===== src/rtl/map_row_fetcher_if.sv =====
// Request/acknowledge bus between the map row fetcher (master) and the map store (slave).
// The map store presents map_val in the same cycle it raises map_ack.
interface map_row_fetcher_if #(
  parameter int MAP_WIDTH_BITS  = 4,
  parameter int MAP_HEIGHT_BITS = 4
);
  logic                       map_req;
  logic [MAP_HEIGHT_BITS-1:0] map_row;
  logic [MAP_WIDTH_BITS-1:0]  map_col;
  logic                       map_ack;
  logic [1:0]                 map_val;

  modport master (
    output map_req,
    output map_row,
    output map_col,
    input  map_ack,
    input  map_val
  );

  modport slave (
    input  map_req,
    input  map_row,
    input  map_col,
    output map_ack,
    output map_val
  );
endinterface


===== src/rtl/map_row_fetcher.sv =====
// Fetches one map row per cell row into a back buffer during horizontal blanking,
// swaps it to the front at line start, and outputs the cell value under the beam.
module map_row_fetcher #(
  parameter int H_VIEW          = 640,
  parameter int V_TOTAL         = 525,
  parameter int MAP_WIDTH_BITS  = 4,
  parameter int MAP_HEIGHT_BITS = 4,
  parameter int MAP_SCALE       = 3
) (
  input  logic                     clk,
  input  logic                     reset,
  input  logic [9:0]               hpos,
  input  logic [9:0]               vpos,
  map_row_fetcher_if.master        bus,
  output logic [1:0]               cell_val,
  output logic                     fetch_busy,
  output logic                     fetch_overrun
);

  localparam int MAP_COLS = 1 << MAP_WIDTH_BITS;
  localparam int MAP_ROWS = 1 << MAP_HEIGHT_BITS;
  localparam logic [9:0] AREA_W = 10'(MAP_COLS << MAP_SCALE);
  localparam logic [9:0] AREA_H = 10'(MAP_ROWS << MAP_SCALE);
  localparam logic [9:0] H_TRIG = 10'(H_VIEW);
  localparam logic [9:0] V_LAST = 10'(V_TOTAL - 1);
  localparam logic [MAP_WIDTH_BITS-1:0] COL_LAST = {MAP_WIDTH_BITS{1'b1}};

  typedef enum logic [1:0] {
    IDLE  = 2'b00,
    FETCH = 2'b01,
    DONE  = 2'b10
  } state_t;

  state_t state;
  state_t state_next;

  logic [9:0]                 next_vpos;
  logic                       trigger;
  logic                       line_start;
  logic                       fetch_start;
  logic                       fetch_abort;
  logic                       fetch_end;
  logic                       col_wr;
  logic                       swap;

  logic                       req;
  logic [MAP_HEIGHT_BITS-1:0] row;
  logic [MAP_WIDTH_BITS-1:0]  col;
  logic [MAP_COLS-1:0][1:0]   front;
  logic [MAP_COLS-1:0][1:0]   back;
  logic                       overrun;

  function automatic logic in_area(input logic [9:0] h, input logic [9:0] v);
    return (h < AREA_W) && (v < AREA_H);
  endfunction

  // Beam-derived strobes: fetch trigger for the upcoming line and line start.
  always_comb begin
    next_vpos  = (vpos == V_LAST) ? 10'd0 : (vpos + 10'd1);
    trigger    = (hpos == H_TRIG) && (next_vpos < AREA_H) &&
                 (next_vpos[MAP_SCALE-1:0] == {MAP_SCALE{1'b0}});
    line_start = (hpos == 10'd0);
  end

  // FSM state register.
  always_ff @(posedge clk or posedge reset) begin
    if (reset) begin
      state <= IDLE;
    end else begin
      state <= state_next;
    end
  end

  // FSM next state and per-cycle datapath strobes.
  always_comb begin
    state_next  = state;
    fetch_start = 1'b0;
    fetch_abort = 1'b0;
    fetch_end   = 1'b0;
    col_wr      = 1'b0;
    swap        = 1'b0;
    case (state)
      IDLE: begin
        if (trigger) begin
          fetch_start = 1'b1;
          state_next  = FETCH;
        end else begin
          state_next  = IDLE;
        end
      end
      FETCH: begin
        // Line start wins over a coincident ack: the partial row is discarded.
        if (line_start) begin
          fetch_abort = 1'b1;
          state_next  = IDLE;
        end else if (bus.map_ack) begin
          col_wr = 1'b1;
          if (col == COL_LAST) begin
            fetch_end  = 1'b1;
            state_next = DONE;
          end else begin
            state_next = FETCH;
          end
        end else begin
          state_next = FETCH;
        end
      end
      DONE: begin
        if (line_start) begin
          swap       = 1'b1;
          state_next = IDLE;
        end else begin
          state_next = DONE;
        end
      end
      default: begin
        state_next = IDLE;
      end
    endcase
  end

  // Request bus registers; row/col hold their last values while idle.
  always_ff @(posedge clk or posedge reset) begin
    if (reset) begin
      req <= 1'b0;
      row <= {MAP_HEIGHT_BITS{1'b0}};
      col <= {MAP_WIDTH_BITS{1'b0}};
    end else if (fetch_start) begin
      req <= 1'b1;
      row <= next_vpos[MAP_SCALE+MAP_HEIGHT_BITS-1:MAP_SCALE];
      col <= {MAP_WIDTH_BITS{1'b0}};
    end else if (fetch_abort || fetch_end) begin
      req <= 1'b0;
    end else if (col_wr) begin
      col <= col + MAP_WIDTH_BITS'(1);
    end else begin
      req <= req;
    end
  end

  // Back buffer capture and whole-row swap into the front buffer.
  always_ff @(posedge clk or posedge reset) begin
    if (reset) begin
      back  <= '{default: 2'b00};
      front <= '{default: 2'b00};
    end else begin
      if (col_wr) begin
        back[col] <= bus.map_val;
      end
      if (swap) begin
        front <= back;
      end
    end
  end

  // Sticky overrun flag and registered cell lookup under the beam.
  always_ff @(posedge clk or posedge reset) begin
    if (reset) begin
      overrun  <= 1'b0;
      cell_val <= 2'b00;
    end else begin
      if (fetch_abort) begin
        overrun <= 1'b1;
      end
      if (in_area(hpos, vpos)) begin
        cell_val <= front[hpos[MAP_SCALE+MAP_WIDTH_BITS-1:MAP_SCALE]];
      end else begin
        cell_val <= 2'b00;
      end
    end
  end

  assign bus.map_req   = req;
  assign bus.map_row   = row;
  assign bus.map_col   = col;
  assign fetch_busy    = (state != IDLE);
  assign fetch_overrun = overrun;

endmodule


===== src/flat_wrapper.sv =====
// flat-port wrapper written by rule: the top's interface ports become plain ports
module map_row_fetcher_flat 
#(
  parameter int H_VIEW          = 640,
  parameter int V_TOTAL         = 525,
  parameter int MAP_WIDTH_BITS  = 4,
  parameter int MAP_HEIGHT_BITS = 4,
  parameter int MAP_SCALE       = 3
)
  (clk, reset, hpos, vpos, cell_val, fetch_busy, fetch_overrun, bus_map_req, bus_map_row, bus_map_col, bus_map_ack, bus_map_val);
  map_row_fetcher_if #(.MAP_WIDTH_BITS(MAP_WIDTH_BITS), .MAP_HEIGHT_BITS(MAP_HEIGHT_BITS)) bus_i ();
  input  logic clk;
  input  logic reset;
  input  logic [9:0] hpos;
  input  logic [9:0] vpos;
  output logic [1:0] cell_val;
  output logic fetch_busy;
  output logic fetch_overrun;
  output wire logic [$bits(bus_i.map_req)-1:0] bus_map_req;
  output wire logic [$bits(bus_i.map_row)-1:0] bus_map_row;
  output wire logic [$bits(bus_i.map_col)-1:0] bus_map_col;
  input wire logic [$bits(bus_i.map_ack)-1:0] bus_map_ack;
  input wire logic [$bits(bus_i.map_val)-1:0] bus_map_val;
  assign bus_map_req = bus_i.map_req;
  assign bus_map_row = bus_i.map_row;
  assign bus_map_col = bus_i.map_col;
  assign bus_i.map_ack = bus_map_ack;
  assign bus_i.map_val = bus_map_val;
  map_row_fetcher #(.H_VIEW(H_VIEW), .V_TOTAL(V_TOTAL), .MAP_WIDTH_BITS(MAP_WIDTH_BITS), .MAP_HEIGHT_BITS(MAP_HEIGHT_BITS), .MAP_SCALE(MAP_SCALE)) u_core (.clk(clk), .reset(reset), .hpos(hpos), .vpos(vpos), .bus(bus_i), .cell_val(cell_val), .fetch_busy(fetch_busy), .fetch_overrun(fetch_overrun));
endmodule

===== config.mk =====
export PLATFORM = sky130hd
export DESIGN_NAME = map_row_fetcher_flat
export DESIGN_NICKNAME = d
export VERILOG_FILES = /design/src/rtl/map_row_fetcher_if.sv /design/src/rtl/map_row_fetcher.sv /design/src/flat_wrapper.sv
export SDC_FILE = /design/constraint.sdc
export NUM_CORES = 1
export LEC_CHECK = 0
export CORE_ASPECT_RATIO = 1.2
export CORE_UTILIZATION = 51
export DETAILED_ROUTE_END_ITERATION = 16
export PLACE_DENSITY = 0.75
export SLEW_MARGIN = 0
export SYNTH_ARGS = -nofsm -noshare
export SYNTH_HDL_FRONTEND = slang
export SYNTH_SLANG_ARGS = --single-unit

===== constraint.sdc =====
create_clock -name clk -period 2.5 [get_ports clk]
set_clock_uncertainty 0.1 [all_clocks]
set_input_delay 0.375 -clock clk [delete_from_list [all_inputs] [get_ports clk]]
set_output_delay 0.375 -clock clk [all_outputs]
set_load 0.02 [all_outputs]

; ---- Yosys cells after proc, flatten, opt, wreduce, memory -nomap -nowiden
; Index checks and enable logic that the tools add are counted.
[word_totals]
output_inout_bits = 13
ff_bits = 78
wordCells = 94
inputBits = 25
[classes]
muxes = 30
order_cmp = 6
n_reduce_logical = 12
eq_ne = 6
addsub = 2
[ops]
columns = operator, count
row1 = $bwmux 32, 1
row2 = $lt 10x8->1 const B, 3
row3 = $eq 10x10->1 const B, 2
row4 = $mux 1, 15
row5 = $mux 2, 7
row6 = $mux 4, 3
row7 = $add 10x1->10 const B, 1
row8 = $logic_not 10->1, 1
row9 = $lt 4x5->1 const B, 2
row10 = $mux 10, 1
row11 = $bmux 2 s4, 1
row12 = $demux 2 s4, 1
row13 = $pmux 2 s3, 1
row14 = $reduce_bool 2->1, 3
row15 = $add 4x1->4 const B, 1
row16 = $eq 4x4->1 const B, 1
row17 = $ge 4x1->1 const B, 1
row18 = $logic_and 1x1->1, 4
row19 = $logic_not 3->1, 1
row20 = $eq 2x1->1 const B, 1
row21 = $eq 2x2->1 const B, 1
row22 = $logic_not 2->1, 1
row23 = $ne 2x1->1 const B, 1
row24 = $reduce_and 2->1, 1
row25 = $logic_or 1x1->1, 1

; ---- Longest topological paths before layout
; Gate-level depths: netlist (run 1).
[logic_depth]
ltp_word = 9
depth_mapped = 8
ltp_nobuf = 7

; ---- Worst setup path after synthesis (run 1)
; Ideal clock, no wire load.
[synth_path]
kind = input port to flip-flop
start = input hpos[4]
end = register u_core.back[16] (netlist name)
setup_ns = 0.125
path_stages = 6
required_time_ns = 2.275
arrival_ns = 1.675
path_buffers = 1
slack_ns = 0.600
cell_sequence = buf_4 nor3_1 a31oi_2 and3b_1 nand2_1 mux2_2
[synth_via]
elab_chain_len = 3
[synth_lines]
columns = item, line
row1 = start: declaration, flat_wrapper.sv:14  ; input logic [9:0] hpos;
row2 = $logic_not 10->1, map_row_fetcher.sv:62  ; line_start = (hpos == 10'd0);
row3 = $mux 1, map_row_fetcher.sv:93  ; if (line_start) begin
row4 = $mux 1, map_row_fetcher.sv:82  ; case (state)
row5 = end signal: indexed assignment, map_row_fetcher.sv:148  ; back[col] <= bus.map_val;
row6 = end: declaration, map_row_fetcher.sv:50  ; logic [MAP_COLS-1:0][1:0] back;
; No other way between the ends.
; A chain may end at the register's enable or synchronous reset.

; ---- Final worst setup path (run 1)
[layout_path]
start = input vpos[1]
end = register u_core.col[2] (netlist: u_core.bus.map_col[2])
[layout_via]
elab_chain_len = 9
elab_cells_between_ends = 13
cone_classes = add/sub: 1 / order compare: 1 / eq/ne: 2 / mux: 4 / reduce/logical: 5
[layout_lines]
columns = item, line
row1 = start: declaration, flat_wrapper.sv:15  ; input logic [9:0] vpos;
row2 = $add 10x1->10 / $eq 10x10->1 (equally long branches), map_row_fetcher.sv:59  ; next_vpos = (vpos == V_LAST) ? 10'd0 : (vpos + 10'd1);
row3 = $mux 10 *, map_row_fetcher.sv:59
row4 = $lt 10x8->1, map_row_fetcher.sv:60  ; trigger = (hpos == H_TRIG) && (next_vpos < AREA_H) &&
row5 = $logic_and 1x1->1, map_row_fetcher.sv:60
row6 = $logic_and 1x1->1 *, map_row_fetcher.sv:60
row7 = $mux 1 *, map_row_fetcher.sv:84  ; if (trigger) begin
row8 = $mux 1 *, map_row_fetcher.sv:82
row9 = $ne 2x1->1 (no source line) / $reduce_bool 2->1 (equally long branches), n/a
row10 = $reduce_and 2->1 (no source line), n/a
row11 = end signal: assignment, map_row_fetcher.sv:127  ; col <= {MAP_WIDTH_BITS{1'b0}};
row12 = end signal: assignment, map_row_fetcher.sv:131  ; col <= {MAP_WIDTH_BITS{1'b0}};
row13 = end signal: assignment, map_row_fetcher.sv:135  ; col <= col + MAP_WIDTH_BITS'(1);
row14 = end: declaration, map_row_fetcher.sv:48  ; logic [MAP_WIDTH_BITS-1:0] col;
; Mark *: on every way between the ends. The rest lies on a longest branch, timed or not.

==> metrics, run 1 <==
insertion delay to the later sink of the worst-skew pair 0.34 ns; count of final setup violators 0; most common cell after layout, fill and taps aside dfrtp_1; FF+latch count, synth 78; Remaining DRCs 0; Die X 80.3 µm; cell leakage power 2.22 nW; startpoint of the worst register-to-register path u_core.state[1]; Avg Synthesized Cell Area 14.2 µm²; highest-count cells in the layout ignoring fill and taps dfrtp_1 (78), clkdlybuf4s50_1 (37), mux2_2 (34); Worst Slack Setup Final 0.341 ns; Hold Crit Class in -> async; count of buffers inserted at the top-level ports 37; synthesized netlist cell count 264; initial standard-cell utilization of the core 53.8%; count of standard-cell rows 33; minimum period implied by the final worst setup slack 2.16 ns; Die Y-Extent 96.0 µm; I/O pins 38; CTS tree built; CTS Hold Buffers Added 0; area grow syn2layout 20.4%; area used by multi-input combinational logic 1700 µm²; routed len/inst 18.2 µm; CTS max path bufs 2; Critical Path Sink Type register; startpoint class of the critical path primary input; YS warnings 0; total detailed-routing wirelength 7.54 mm; sequential fraction of the synthesis area 52.0%; count of clock tree sinks 78; logic depth of the worst register-to-register path 5; total vias in the final route 2354; number of antenna violations at the first check in global routing 0; DRT Pass-1 Iters 4; detailed-route vias per instance 5.69; number of maximum-capacitance constraint violations 0; timing-limited maximum frequency 463 MHz; type of the worst setup path in -> reg; final hold vios 0; post-synth top area share 52.0%; total standard cell area after synthesis 3750 µm²; Sequential cell area 1950 µm²; required time of the critical path 2.63 ns; Worst-path clk slew 0.08 ns; CP max FO 6; number of antenna-violating nets in the routed design 0; Area contributors post-synth dfrtp_1 (52%), mux2_4 (12%), mux2_2 (10%); Final HPWL DP 5.43 mm; filler instances 524; maximum number of pins on one net before global-route repair 79; worst-case vdd ir drop 0.000385 V; final estimated routing congestion in global placement 0.814; cts repair resizes 0; RSZ-0062 raised after global routing no; worst hold slack 0.333 ns; critical path arrival 2.29 ns; number of max-slew violations in the final report 0; clock buffers created by TritonCTS 9; r2r endpoint u_core.back[15]; final std cell area, no fill 4520 µm²; diode insertion count for antenna repair 0; overflow left after global routing 0; Starting DRT DRC Count 100; count of non-filler cells in the finished layout 414; number of enable-type register cells in the synthesized netlist 0; nets 353; worst slack, placed -0.0280 ns; overall routing resource usage 21.9%; cell accounting for the most synthesized area dfrtp_1; number of distinct library cells after synthesis 41; placed insts 398; power per standard cell area 736 nW/µm²; headroom to the max-slew limit 55.6%; pin slew with the least headroom to its limit 0.663 ns; share of the clock period used by the worst path after layout 86.4%; total power consumption of the routed design 3.32 mW; Total Die Area 7710 µm²; outcome completed; fraction of final layout cells sized beyond drive strength 1 36.1%; dominant register cell in the synthesized netlist dfrtp_1; cell at the root of the clock tree clkbuf_8; share of flip-flops with an asynchronous set or reset 100%; core footprint 6980 µm²; area post-placement 4320 µm²; via count of the first global-routing pass 2458; setup slack of the most critical reg-to-reg path 0.58 ns; net count of the mapped netlist 295; H-tree depth reported by CTS 3; post-CTS setup-driven buffer insertion count 0; global-route wire length before repair 12.2 mm
-- cell usage after synthesis, types with 3 or more instances --
cell type and instances:
and3_1 3, buf_6 4, dfrtp_1 78, ha_1 6, inv_1 10, mux2_2 34
mux2_4 30, mux4_2 10, nand2_1 20, nand3_1 9, nand4_1 3, nor2_1 4
nor2b_1 3, nor3_1 5, o21ai_0 3, o22ai_1 3, or3_1 5, xnor2_1 3
xor2_1 4
-- state kept, by name, summed over array words and instances, names as in the netlist --
signal / count
u_core.bus.map_req: 1
u_core.state: 2
u_core.cell_val: 2
u_core.bus.map_col: 4
u_core.back: 32
u_core.bus.map_row: 4
u_core.fetch_overrun: 1
u_core.front: 32
-- per-layer routing --
| metal | vias to the layer above | share of wire, % | global-route usage, % | wire length, µm |
|---|---|---|---|---|
| li1 | 1077 | - | - | - |
| met1 | 1210 | 45 | 27.6 | 3400 |
| met2 | 51 | 49 | 36.7 | 3710 |
| met3 | 16 | 3.5 | 3.98 | 260 |
| met4 | 0 | 2.2 | 10.3 | 167 |
| met5 | - | 0 | 0 | 0 |
-- worst max-delay path by stage --
stage             from                    end  slack (ns)  cells after the start
2_1_floorplan    reset         u_core.back[0]        0.03                      1
3_3_place_gp   hpos[2]       u_core.front[29]       0.003                      7
3_5_place_dp   vpos[0]  u_core.bus.map_col[2]       -0.03                      8
4_1_cts        hpos[2]        u_core.back[17]        0.33                      7
5_1_grt        vpos[1]  u_core.bus.map_col[2]        0.24                      8
6_report       vpos[1]  u_core.bus.map_col[2]        0.34                      8
-- report_power, final --
group,switching (mW),internal (mW),total (mW)
combinational,0.310,0.374,0.685
clock,0.467,0.465,0.932
sequential,0.191,1.52,1.71
total,0.968,2.36,3.32
-- logic make-up (layout without fill, tap and decap cells) --
group | after synthesis | in the layout | share of synthesized area [%]
simple gates | 66 | 66 | 10.4
mux | 74 | 74 | 28.2
xor+xnor | 7 | 7 | 1.63
flops | 78 | 78 | 52.0
fa+ha+maj | 6 | 6 | 2.00
buf+inv | 18 | 81 | 2.80
compound gates | 15 | 15 | 2.97
-- layout make-up --
cell class | count | share of cell area (%)
tap | 87 | 2.41
clock buffer | 9 | 2.74
timing repair buffer | 55 | 11.7
sequential | 78 | 43.2
multi-input combinational | 168 | 37.5
clock inverter | 7 | 1.58
inverter | 10 | 0.831
-- worst max-delay path: stages --
cell and delay (ns):
clkdlybuf4s50_1 0.53, inv_1 0.08, ha_1 0.27, or3_1 0.38
a221oi_2 0.23, o21a_1 0.19, buf_4 0.16, nor3_1 0.06
-- per-stage QoR --
step | utilization (%) | TNS [ns]
6_report | 64.8 | 0
5_1_grt | 64.8 | 0
3_3_place_gp | 62.0 | 0
4_1_cts | 64.8 | 0
3_5_place_dp | 62.0 | -0.538
2_1_floorplan | - | 0
Power figures use the tool's default switching activity.
==> run 2, diff against run 1 <==
- clock period: 2.5 -> 1.9 ns (I/O delays scaled with it)
==> metrics, run 2 (synthesis gave the netlist of run 1 again) <==
outcome finished with violations; violated checks setup timing; global-route wire length before repair 12.6 mm; Critical Path Sink Type register; total vias in the final route 2430; overall routing resource usage 22.4%; timing-limited maximum frequency 525 MHz; internal portion of total power 3.12 mW; power per standard cell area 938 nW/µm²; count of buffers inserted at the top-level ports 37; Remaining DRCs 0; count of final setup violators 3; CTS max path bufs 2; switching part of the total power 30.0%; core footprint 6980 µm²; Die Y-Extent 96.0 µm; headroom to the max-slew limit 72.7%; via count of the first global-routing pass 2577; startpoint of the worst register-to-register path u_core.state[1]; insertion delay to the later sink of the worst-skew pair 0.35 ns; Total Die Area 7710 µm²; Die X 80.3 µm; Worst-path clk slew 0.09 ns; cell leakage power 2.41 nW; startpoint class of the critical path primary input; fraction of final layout cells sized beyond drive strength 1 43.6%; overflow left after global routing 0; cell at the root of the clock tree clkbuf_8; share of the clock period used by the worst path after layout 100%; nets 372; DRT Pass-1 Iters 4; final estimated routing congestion in global placement 0.803; pin slew with the least headroom to its limit 0.410 ns; highest-count cells in the layout ignoring fill and taps dfrtp_1 (76), mux2_2 (34), buf_4 (33); clock buffers created by TritonCTS 9; Worst Slack Setup Final -0.00424 ns; initial standard-cell utilization of the core 53.8%; H-tree depth reported by CTS 3; worst-case vdd ir drop 0.000610 V; worst hold slack 0.296 ns; worst slack, placed -0.596 ns; number of antenna violations at the first check in global routing 0; critical path arrival 2.03 ns; Final HPWL DP 5.50 mm; launching instance or port of the critical path hpos[5]; most common cell after layout, fill and taps aside dfrtp_1; Worst setup endpoint u_core.back[26]; detailed-route vias per instance 5.61; combinational cell fraction of total power 21.7%; diode insertion count for antenna repair 0; area grow syn2layout 26.9%; type of the worst setup path in -> reg; CP max FO 4; number of antenna-violating nets in the routed design 0; r2r endpoint u_core.back[15]; maximum number of pins on one net before global-route repair 79; filler instances 485; setup slack of the most critical reg-to-reg path 0.10 ns; I/O pins 38; required time of the critical path 2.03 ns; routed len/inst 18.3 µm; number of max-slew violations in the final report 0; CTS Hold Buffers Added 0; final hold vios 0; Hold Crit Class in -> async; CTS tree built; logic depth of the worst register-to-register path 5; part of the power in registers 50.6%; Psw 1.34 mW; total detailed-routing wirelength 7.93 mm; minimum period implied by the final worst setup slack 1.90 ns; number of maximum-capacitance constraint violations 0; count of clock tree sinks 78; Starting DRT DRC Count 78; Clk network pwr share 27.7%; count of standard-cell rows 33; largest registers in the final layout u_core.back (32), u_core.front (32)
-- run 2: changes by cell type in the layout (fill, tap and decap cells not counted), sizes merged --
cell           before  now
clkdlybuf4s50      37   21
clkbuf              9   10
dlygate4sd2         0    7
dlymetal6s2s        0    8
inv                12   11
buf                18   37
clkinvlp            0    1
-- run 2: through the flow --
stage	std cells	setup TNS (ns)	power (mW)	utilization, %	area, µm²
CTS	432	0	4.48	67.0	4680
global placement	416	-31.55	3.18	64.0	4460
finish	433	-0.00780	4.47	68.2	4760
detailed placement	416	-33.18	3.24	64.0	4460
global route	433	-0.0144	4.69	68.2	4760
floorplan	264	0	2.79	-	3760
-- run 2: layout make-up --
class                   instances  area, µm²  area share, %
clock inverters                 7       71.3           1.50
clock buffers                   9        124           2.60
well taps                      87        109           2.29
repair buffers                 74        687           14.4
inverters                      10       41.3          0.867
multi-input cells             168       1770           37.3
flip-flops and latches         78       1950           41.1
-- run 2: power by group through the flow --
stage                     registers [mW]  logic (mW)  clock network (mW)
after floorplan                     2.25       0.536                   0
after global placement              2.25       0.934                   0
after detailed placement            2.28       0.966                   0
after CTS                           2.25       0.968                1.26
after global routing                2.30        1.06                1.34
final                               2.26       0.968                1.24
-- run 2: worst min-delay path by stage --
stage	from	endpoint	slack, ns
2_1_floorplan	bus_map_val[0]	u_core.back[30]	0.34
6_report	reset	u_core.back[5]	0.30
3_3_place_gp	u_core.fetch_overrun	u_core.fetch_overrun	0.35
5_1_grt	vpos[5]	u_core.bus.map_row[2]	0.33
3_5_place_dp	u_core.fetch_overrun	u_core.fetch_overrun	0.35
4_1_cts	reset	u_core.front[2]	0.31
-- run 2: critical path: stages --
cell and delay [ns]:
clkdlybuf4s50_1 0.55, nor3_2 0.07, buf_4 0.15, and3_4 0.21, nor3_2 0.24, buf_4 0.17, nand2_1 0.08, mux2_2 0.28
-- run 2: what timing repair did --
item                       4_1_cts  5_1_grt
setup endpoints to repair       68       51
pin swaps                        4        8
setup buffers                    0        1
resized for setup               16       22
-- run 2: layer usage --
layer	wire [µm]	part of all wire (%)	track usage, %	up-vias
met3	276	3.5	4.17	9
li1	-	-	-	1108
met2	4130	52	38.5	56
met4	84	1.1	8.63	0
met5	0	0	0	-
met1	3440	43	28.2	1257
